$ cat config.mk
export PLATFORM = sky130hd
export DESIGN_NAME = dsp_mac_sequencer
export DESIGN_NICKNAME = d
export VERILOG_FILES = /design/src/rtl/dsp_seq_pkg.sv /design/src/rtl/dsp_seq_delay.sv /design/src/rtl/dsp_mac_sequencer.sv
export SDC_FILE = /design/constraint.sdc
export NUM_CORES = 1
export LEC_CHECK = 0
export BUFFER_PORTS_ARGS = -buffer_cell sky130_fd_sc_hd__buf_2
export CAP_MARGIN = 40
export CORE_ASPECT_RATIO = 0.5
export CORE_MARGIN = 5
export CORE_UTILIZATION = 40
export CTS_CLUSTER_DIAMETER = 100
export DETAILED_ROUTE_END_ITERATION = 10
export PLACE_DENSITY = 0.68
export RECOVER_POWER = 100
export SYNTH_ARGS = -nofsm -noshare
export SYNTH_HDL_FRONTEND = slang
export SYNTH_SLANG_ARGS = --single-unit
$ cat constraint.sdc
create_clock -name CLK -period 2.57 [get_ports CLK]
set_input_delay 0.3855 -clock CLK [delete_from_list [all_inputs] [get_ports CLK]]
set_output_delay 0.3855 -clock CLK [all_outputs]
set_load 0.02 [all_outputs]
$ cat src/rtl/dsp_seq_pkg.sv
// Shared FSM encoding and DSP opmode codes for the MAC sequencer.
// No logic of its own; one helper picks the per-cycle opmode.
// Opmode bits: [0] X=M, [3] Z=P, [7] subtract.
package dsp_seq_pkg;

    localparam logic [1:0] ST_IDLE  = 2'd0;
    localparam logic [1:0] ST_RUN   = 2'd1;
    localparam logic [1:0] ST_DRAIN = 2'd2;
    localparam logic [1:0] ST_DONE  = 2'd3;

    localparam logic [7:0] OPM_NONE  = 8'h00;
    localparam logic [7:0] OPM_FIRST = 8'h01;
    localparam logic [7:0] OPM_ACC   = 8'h09;
    localparam logic [7:0] OPM_HOLD  = 8'h08;
    localparam int         OPM_SUB_BIT = 7;

    function automatic logic [7:0] opm_sel(input logic acc, input logic first, input logic sub);
        logic [7:0] v;
        v = OPM_HOLD;
        if (acc) begin
            v = first ? OPM_FIRST : OPM_ACC;
            v[OPM_SUB_BIT] = sub;
        end
        return v;
    endfunction

endpackage

$ cat src/rtl/dsp_seq_delay.sv
// Purpose: fixed-depth register delay line; DEPTH=0 degenerates to a wire.
// Latency: DEPTH cycles.
// Backpressure: none, shifts every cycle.
module dsp_seq_delay #(
    parameter int WIDTH = 8,
    parameter int DEPTH = 1
) (
    input  logic             CLK,
    input  logic             RST_N,
    input  logic [WIDTH-1:0] i_dat,
    output logic [WIDTH-1:0] o_dat
);

    generate
        if (DEPTH == 0) begin : g_wire
            assign o_dat = i_dat;
        end else begin : g_pipe
            logic [WIDTH-1:0] r_pipe [DEPTH];

            always_ff @(posedge CLK or negedge RST_N) begin
                if (!RST_N) begin
                    for (int i = 0; i < DEPTH; i++) r_pipe[i] <= '0;
                end else begin
                    r_pipe[0] <= i_dat;
                    for (int i = 1; i < DEPTH; i++) r_pipe[i] <= r_pipe[i-1];
                end
            end

            assign o_dat = r_pipe[DEPTH-1];
        end
    endgenerate

endmodule

$ cat src/rtl/dsp_mac_sequencer.sv
// Purpose: drives an external DSP slice through a len-pair dot product (MAC_SUB_EN adds negated accumulate).
// Latency: result valid LAT+OP_DLY+2 cycles after the last pair is accepted.
// Backpressure: in_ready only in RUN; result held until res_ready.
module dsp_mac_sequencer
    import dsp_seq_pkg::*;
#(
    parameter int LAT    = 3,
    parameter int OP_DLY = 1,
    parameter int CNT_W  = 10
) (
    input  logic             CLK,
    input  logic             RST_N,
    input  logic             start,
    input  logic [CNT_W-1:0] len,
`ifdef MAC_SUB_EN
    input  logic             sub,
`endif
    output logic             busy,
    input  logic             in_valid,
    output logic             in_ready,
    input  logic [17:0]      in_a,
    input  logic [17:0]      in_b,
    output logic [17:0]      dsp_a,
    output logic [17:0]      dsp_b,
    output logic [7:0]       dsp_opmode,
    output logic             dsp_ce,
    output logic             dsp_rst,
    input  logic [47:0]      dsp_p,
    output logic             res_valid,
    input  logic             res_ready,
    output logic [47:0]      res_data
);

    localparam int               DRN_W    = 8;
    localparam logic [DRN_W-1:0] DRN_LOAD = DRN_W'(LAT + OP_DLY);

    logic [1:0]       r_state;
    logic [CNT_W-1:0] r_cnt;
    logic [DRN_W-1:0] r_dcnt;
    logic             r_first;
    logic             r_sub;
    logic [17:0]      r_a;
    logic [17:0]      r_b;
    logic [7:0]       r_op;
    logic             r_dsp_rst;
    logic             r_res_vld;
    logic [47:0]      r_res_dat;

    logic             w_sub_in;
    logic             w_start;
    logic             w_acc;
    logic [7:0]       w_op;
    logic [7:0]       w_op_dly;

`ifdef MAC_SUB_EN
    assign w_sub_in = sub;
`else
    assign w_sub_in = 1'b0;
`endif

    assign w_start = (r_state == ST_IDLE) && start && (len != '0);
    assign w_acc   = (r_state == ST_RUN) && in_valid;

    always_comb begin
        w_op = OPM_NONE;
        if (r_state == ST_RUN)
            w_op = opm_sel(w_acc, r_first, r_sub);
        else if (r_state == ST_DRAIN)
            w_op = OPM_HOLD;
    end

    always_ff @(posedge CLK or negedge RST_N) begin
        if (!RST_N) begin
            r_state   <= ST_IDLE;
            r_cnt     <= '0;
            r_dcnt    <= '0;
            r_first   <= 1'b0;
            r_sub     <= 1'b0;
            r_a       <= '0;
            r_b       <= '0;
            r_op      <= OPM_NONE;
            r_dsp_rst <= 1'b0;
            r_res_vld <= 1'b0;
            r_res_dat <= '0;
        end else begin
            r_dsp_rst <= w_start;
            r_op      <= w_op;
            if (w_acc) begin
                r_a <= in_a;
                r_b <= in_b;
            end
            case (r_state)
                ST_IDLE: if (w_start) begin
                    r_state <= ST_RUN;
                    r_cnt   <= len;
                    r_first <= 1'b1;
                    r_sub   <= w_sub_in;
                end
                ST_RUN: if (w_acc) begin
                    r_first <= 1'b0;
                    // Exit at 1 rather than 0 so the counter never wraps.
                    if (r_cnt == CNT_W'(1)) begin
                        r_state <= ST_DRAIN;
                        r_dcnt  <= DRN_LOAD;
                    end else begin
                        r_cnt <= r_cnt - 1'b1;
                    end
                end
                ST_DRAIN: if (r_dcnt == '0) begin
                    r_state   <= ST_DONE;
                    r_res_vld <= 1'b1;
                    r_res_dat <= dsp_p;
                end else begin
                    r_dcnt <= r_dcnt - 1'b1;
                end
                ST_DONE: if (res_ready) begin
                    r_state   <= ST_IDLE;
                    r_res_vld <= 1'b0;
                end
                default: r_state <= ST_IDLE;
            endcase
        end
    end

    // Opmode trails the operands by the DSP's extra OPMODE register stage.
    dsp_seq_delay #(
        .WIDTH (8),
        .DEPTH (OP_DLY)
    ) u_op_dly (
        .CLK   (CLK),
        .RST_N (RST_N),
        .i_dat (r_op),
        .o_dat (w_op_dly)
    );

    assign busy       = (r_state != ST_IDLE);
    assign in_ready   = (r_state == ST_RUN);
    assign dsp_ce     = (r_state == ST_RUN) || (r_state == ST_DRAIN);
    assign dsp_rst    = r_dsp_rst;
    assign dsp_a      = r_a;
    assign dsp_b      = r_b;
    assign dsp_opmode = w_op_dly;
    assign res_valid  = r_res_vld;
    assign res_data   = r_res_dat;

endmodule

==> results.toml, run 1 <==
[worst_hold_path]
min_path_type = "input port to flop"
min-delay-start = "dsp_p[30]"

[global_route]
grt_pass1_wl_um = 18290
grt_start_max_net_pins = 49
grt_usage_pct = 15.46
grtUsageMet1_pct = 18.65
grt_util_met2_pct = 27.88
grt.busiest_layer = "met2"
grt_pass1_vias = 3585
antenna_found_initial = 0
grtUsageMet3_pct = 4.013
grt_overflow = 0

[synth]
synth_area_um2 = 4873
synth_commonest_cells = "dfrtp_1 (111), mux2_2 (84), inv_1 (16)"
syn_avg_cell_area_um2 = 13.17
yosysMostFrequentCell = "dfrtp_1"
ys_ff_latch = 111
synth_edf_count = 0
syn_inst = 370
yosysTopAreaCell = "dfrtp_1"
yosysUniqueCellTypes = 50
synthTopCellsByArea = "dfrtp_1 (57%), mux2_2 (19%), ha_1 (2.3%), a31oi_1 (1.5%), inv_1 (1.2%)"
synth_async_sr_flop_share_pct = 100.0
synth.top_cell.area_share_pct = 57.00
synth_flop_cell = "dfrtp_1"
seq_area_frac_synth_pct = 57.00
ys_warn_count = 0

[sta]
period_needed_ns = 2.252
finalClockSkew_ns = 0.01018
drv_slew = 0
max_freq_mhz = 444.0
hold_slack_ns = 0.2659
setup_tns_ns = 0
worst_slew_pin_slew_ns = 1.208
min_period_over_period_pct = 87.63
setup_violations = 0
rsz0062_at_grt = "no"
finalHoldViolations = 0
max-slew-margin-rel_pct = 19.44

[clock_tree]
post_cts_buffers = 0
cts_resized = 0
clkSlewWorstSetupHoldPaths_ns = 0.08
clock_tree.root_cell = "clkbuf_16"
h-tree-depth = 3
cts_buffer_depth = 2
cts_tree = "done"
clock_sink_count = 111
holdBufCountCts = 0
numCtsBuffers = 9
clk_latency_ns = 0.35

[setup_path]
worst_path_max_delay_cell = "clkbuf_4"
criticalPathCategory = "flop to flop"
crit_path_end_kind = "flop"
r2r-start = "r_dcnt[0]$_DFFE_PN0P_"
startpoint = "r_dcnt[0]$_DFFE_PN0P_"
start_kind = "flop"
cpPeakStageDelay_ns = 0.42
crit_arrival_ns = 2.48
cp.required_ns = 2.79
crit_fanout = 20
crit_chain = "inv_1 -> ha_1 -> nor4b_2 -> nand3_2 -> clkbuf_4 -> mux2_2"

[final_layout]
n_antenna_cell = 0
syn_to_final_growth_pct = 26.68
final_nets = 671
finalInstanceArea_um2 = 6173
drive_above_1_share_pct = 37.85

[floorplanning]
initial_core_util_pct = 41.03
dieWidth_um = 166.1
io_pins = 196
die_area_um2 = 14630
die_h_um = 88.05
rows = 28
design.core.area_um2 = 11880

[power]
powerDensity_nw_per_um2 = 1351
power_w = 0.008339
p_leak_nw = 2.741
ir_drop_mv = 0.4857

[routing]
vias = 3578
wl_per_cell_um = 15.62
drtAntennaViolNets = 0
dr.pass1.iters = 4
wl_um = 11450
first_iter_violations = 146
vias_per_cell = 4.881
drc = 0

[run_status]
outcome = "finished, final reports clean"

[job]
cap_violations = 0

[placed_design]
hpwl_um = 8684
gp_congestion = 0.7931
port_buffers = 189
dpl_cell_area_um2 = 6047
placed cells by master, fill, tap and decap left out, types with 4 or more instances in the layout:
cell type	Yosys	final
dfrtp_1	111	111
conb_1	1	6
mux2_2	84	84
mux2i_1	4	4
nand3_1	9	8
inv_1	16	16
nand2_1	10	10
clkbuf_1	4	97
o21ai_0	9	9
nor2_1	11	11
a21oi_1	8	8
nor3_1	5	5
ha_1	9	9
buf_2	11	97
o22ai_1	4	4
clkbuf_16	0	9
a31oi_1	12	12
a41o_1	4	4
routing by layer:
| layer | vias up | routed length, um | share of wire, % |
|---|---|---|---|
| li1 | 1724 | - | - |
| met1 | 1752 | 4657 | 41 |
| met2 | 89 | 6112 | 53 |
| met3 | 13 | 548 | 4.8 |
| met4 | 0 | 135 | 1.2 |
| met5 | - | 0 | 0 |
kinds of logic (layout without fill, tap and decap cells):
| family | after synthesis | count (layout) | synth area share, % |
|---|---|---|---|
| adders and majority gates | 9 | 9 | 2.311 |
| other | 1 | 6 | 0.07695 |
| muxes | 89 | 89 | 20.54 |
| AOI/OAI and AO/OA | 59 | 59 | 8.729 |
| buffers and inverters | 39 | 232 | 3.825 |
| DFF | 111 | 111 | 57.00 |
| and+or+nand+nor | 62 | 62 | 7.523 |
critical path: cells and delay by family, from the launching register on:
family / cells / cell delay [ns]
fa+ha+maj: 1 / 0.16
buf+inv: 2 / 0.53
simple gates: 2 / 0.73
mux: 1 / 0.32
flops: 1 / 0.39
power by group:
| group | total, W | internal [W] | switching (W) |
|---|---|---|---|
| sequential | 0.00315 | 0.00263 | 0.000527 |
| combinational | 0.00386 | 0.00150 | 0.00236 |
| clock | 0.00133 | 0.000694 | 0.000635 |
| total | 0.00834 | 0.00482 | 0.00352 |
final cells by class:
type                       instances  area (um2)
multi-input combinational        225        1923
tap                              165       206.4
clock buffer                      11       242.7
inverter                          16       60.06
sequential                       111        2778
clock inverter                     5       42.54
fill                            1099        5703
timing repair buffer             200       920.9
flip-flops by register name (all words and copies together), names as in the netlist:
register        cells
dsp_a              18
dsp_b              18
dsp_rst             1
r_cnt              10
r_dcnt              8
r_first             1
r_op                2
r_state             2
res_data           48
res_valid           1
u_op_dly.o_dat      2
final timing paths:
kind,end,slack [ns],depth (start not counted)
setup / recovery,res_data[6]$_DFFE_PN0P_,0.32,6
hold / removal,res_data[30]$_DFFE_PN0P_,0.27,2
setup reg to reg,res_data[6]$_DFFE_PN0P_,0.32,6
hold reg to reg,u_op_dly.o_dat[0]$_DFF_PN0_,0.35,0
max in group asynchronous,res_data[4]$_DFFE_PN0P_,0.71,2
min in group asynchronous,res_data[33]$_DFFE_PN0P_,0.29,1
per-stage QoR:
step | setup WS, ns | util (%) | instances
2_1_floorplan | 0.6379 | - | 375
3_3_place_gp | 0.4903 | 50.92 | 717
3_5_place_dp | 0.4449 | 50.92 | 717
4_1_cts | 0.4275 | 53.32 | 733
5_1_grt | 0.1427 | 51.98 | 733
6_report | 0.3179 | 51.98 | 733
No activity file was read; power rests on OpenSTA's default activity.
==> run 2: changes to the inputs <==
Settings changed: RECOVER_POWER 100 to not set.
==> run 2 against run 1 <==
Critical endpoint unchanged; setup slack better by 0.11 ns; highest routed layer unchanged; fmax is 5.1% higher; power up 2.7%; sequential cell count stayed put.
==> results.toml, run 2 (synthesis gave the netlist of run 1 again) <==
[clock_tree]
cts_buffer_depth = 2
clock_tree.root_cell = "clkbuf_16"
holdBufCountCts = 0
cts_resized = 0
numCtsBuffers = 9
cts_tree = "done"
post_cts_buffers = 0
clkSlewWorstSetupHoldPaths_ns = 0.07
h-tree-depth = 3
clock_sink_count = 111
clk_latency_ns = 0.35

[global_route]
grt_start_max_net_pins = 49
grt_pass1_wl_um = 18290
antenna_found_initial = 0
grt_usage_pct = 15.46
grt_pass1_vias = 3585
grt_overflow = 0

[placed_design]
hpwl_um = 8684
gp_congestion = 0.7931
port_buffers = 189
dpl_cell_area_um2 = 6047
place_ws_ns = 0.4449

[final_layout]
finalInstanceArea_um2 = 6332
largest_register_ffs = 48
n_antenna_cell = 0
mostFrequentLayoutCells = "buf_2 (188), dfrtp_1 (111), mux2_2 (84)"
final_nets = 671
syn_to_final_growth_pct = 29.94
drive_above_1_share_pct = 55.28
final_common_cell = "buf_2"

[floorplanning]
io_pins = 196
die_h_um = 88.05
die_area_um2 = 14630
dieWidth_um = 166.1
rows = 28
design.core.area_um2 = 11880
initial_core_util_pct = 41.03

[sta]
max_freq_mhz = 466.5
finalWorstSetupSlack_ns = 0.4263
setup_violations = 0
rsz0062_at_grt = "no"
max-slew-margin-rel_pct = 58.74
finalHoldViolations = 0
finalClockSkew_ns = 0.009579
min_period_over_period_pct = 83.41
setup_tns_ns = 0
hold_slack_ns = 0.05524
drv_slew = 0
worst_slew_pin_slew_ns = 0.6189
period_needed_ns = 2.144

[setup_path]
path_delay_family = "simple AND/OR/NAND/NOR gates"
start_kind = "flop"
cp.required_ns = 2.79
crit_buf_inv = 2
criticalPathCategory = "flop to flop"
crit_path_end_kind = "flop"
crit_arrival_ns = 2.37
crit_chain = "inv_1 -> ha_1 -> nor4b_2 -> nand3_2 -> buf_12 -> mux2_2"
cpPeakStageDelay_ns = 0.43
worst_path_max_delay_cell = "nand3_2"
crit_fanout = 20

[routing]
vias = 3548
first_iter_violations = 154
wl_per_cell_um = 15.66
vias_per_cell = 4.840
drc = 0
wl_um = 11480
drtAntennaViolNets = 0
dr.pass1.iters = 4

[power]
intPower_w = 0.005057
switching_share_pct = 40.92
seqPwrFrac_pct = 36.6
powerDensity_nw_per_um2 = 1352
p_sw_w = 0.003504
p_leak_nw = 3.025
pwr-share-clk_pct = 15.5
p_comb_share_pct = 47.9
ir_drop_mv = 0.5067

[run_status]
outcome = "finished, final reports clean"

[worst_hold_path]
min_path_type = "input port to asynchronous set/reset pin"

[job]
cap_violations = 0
## run 2: layout make-up
class | instances | area, um2
Fill cell | 1051 | 5544
Sequential cell | 111 | 2778
Multi-Input combinational cell | 225 | 1934
Timing Repair Buffer | 200 | 1069
Clock buffer | 11 | 242.7
Tap cell | 165 | 206.4
Inverter | 16 | 60.06
Clock inverter | 5 | 42.54
## run 2: stage by stage
step | util [%] | total power [W] | std cells
after floorplan | - | 0.005918 | 375
after global placement | 50.92 | 0.007200 | 717
after detailed placement | 50.92 | 0.007310 | 717
after CTS | 53.32 | 0.008674 | 733
after global routing | 53.32 | 0.009164 | 733
final | 53.32 | 0.008561 | 733
## run 2: path summary, 6_finish.rpt
path,start,to,slack (ns),cells past startpoint
hold reg to reg,r_op[0]$_DFF_PN0_,u_op_dly.o_dat[0]$_DFF_PN0_,0.35,0
hold / removal,RST_N,res_data[33]$_DFFE_PN0P_,0.06,1
setup / recovery,r_dcnt[0]$_DFFE_PN0P_,res_data[6]$_DFFE_PN0P_,0.43,6
min in group CLK,dsp_p[30],res_data[30]$_DFFE_PN0P_,0.27,2
max in group asynchronous,RST_N,res_data[4]$_DFFE_PN0P_,1.81,2
setup reg to reg,r_dcnt[0]$_DFFE_PN0P_,res_data[6]$_DFFE_PN0P_,0.43,6
## run 2: power by group through the flow
stage / clock, W / sequential (W) / combinational, W
2_1_floorplan: 0 / 0.00400 / 0.00192
4_1_cts: 0.00138 / 0.00313 / 0.00416
5_1_grt: 0.00145 / 0.00326 / 0.00445
3_3_place_gp: 0 / 0.00312 / 0.00408
6_report: 0.00133 / 0.00313 / 0.00410
3_5_place_dp: 0 / 0.00316 / 0.00415
## run 2: layer usage
metal,part of all wire [%],up-vias,track usage (%)
li1,-,1725,-
met1,40,1720,18.65
met2,53,91,27.88
met3,5.0,12,4.013
met4,1.2,0,4.641
met5,0,-,0
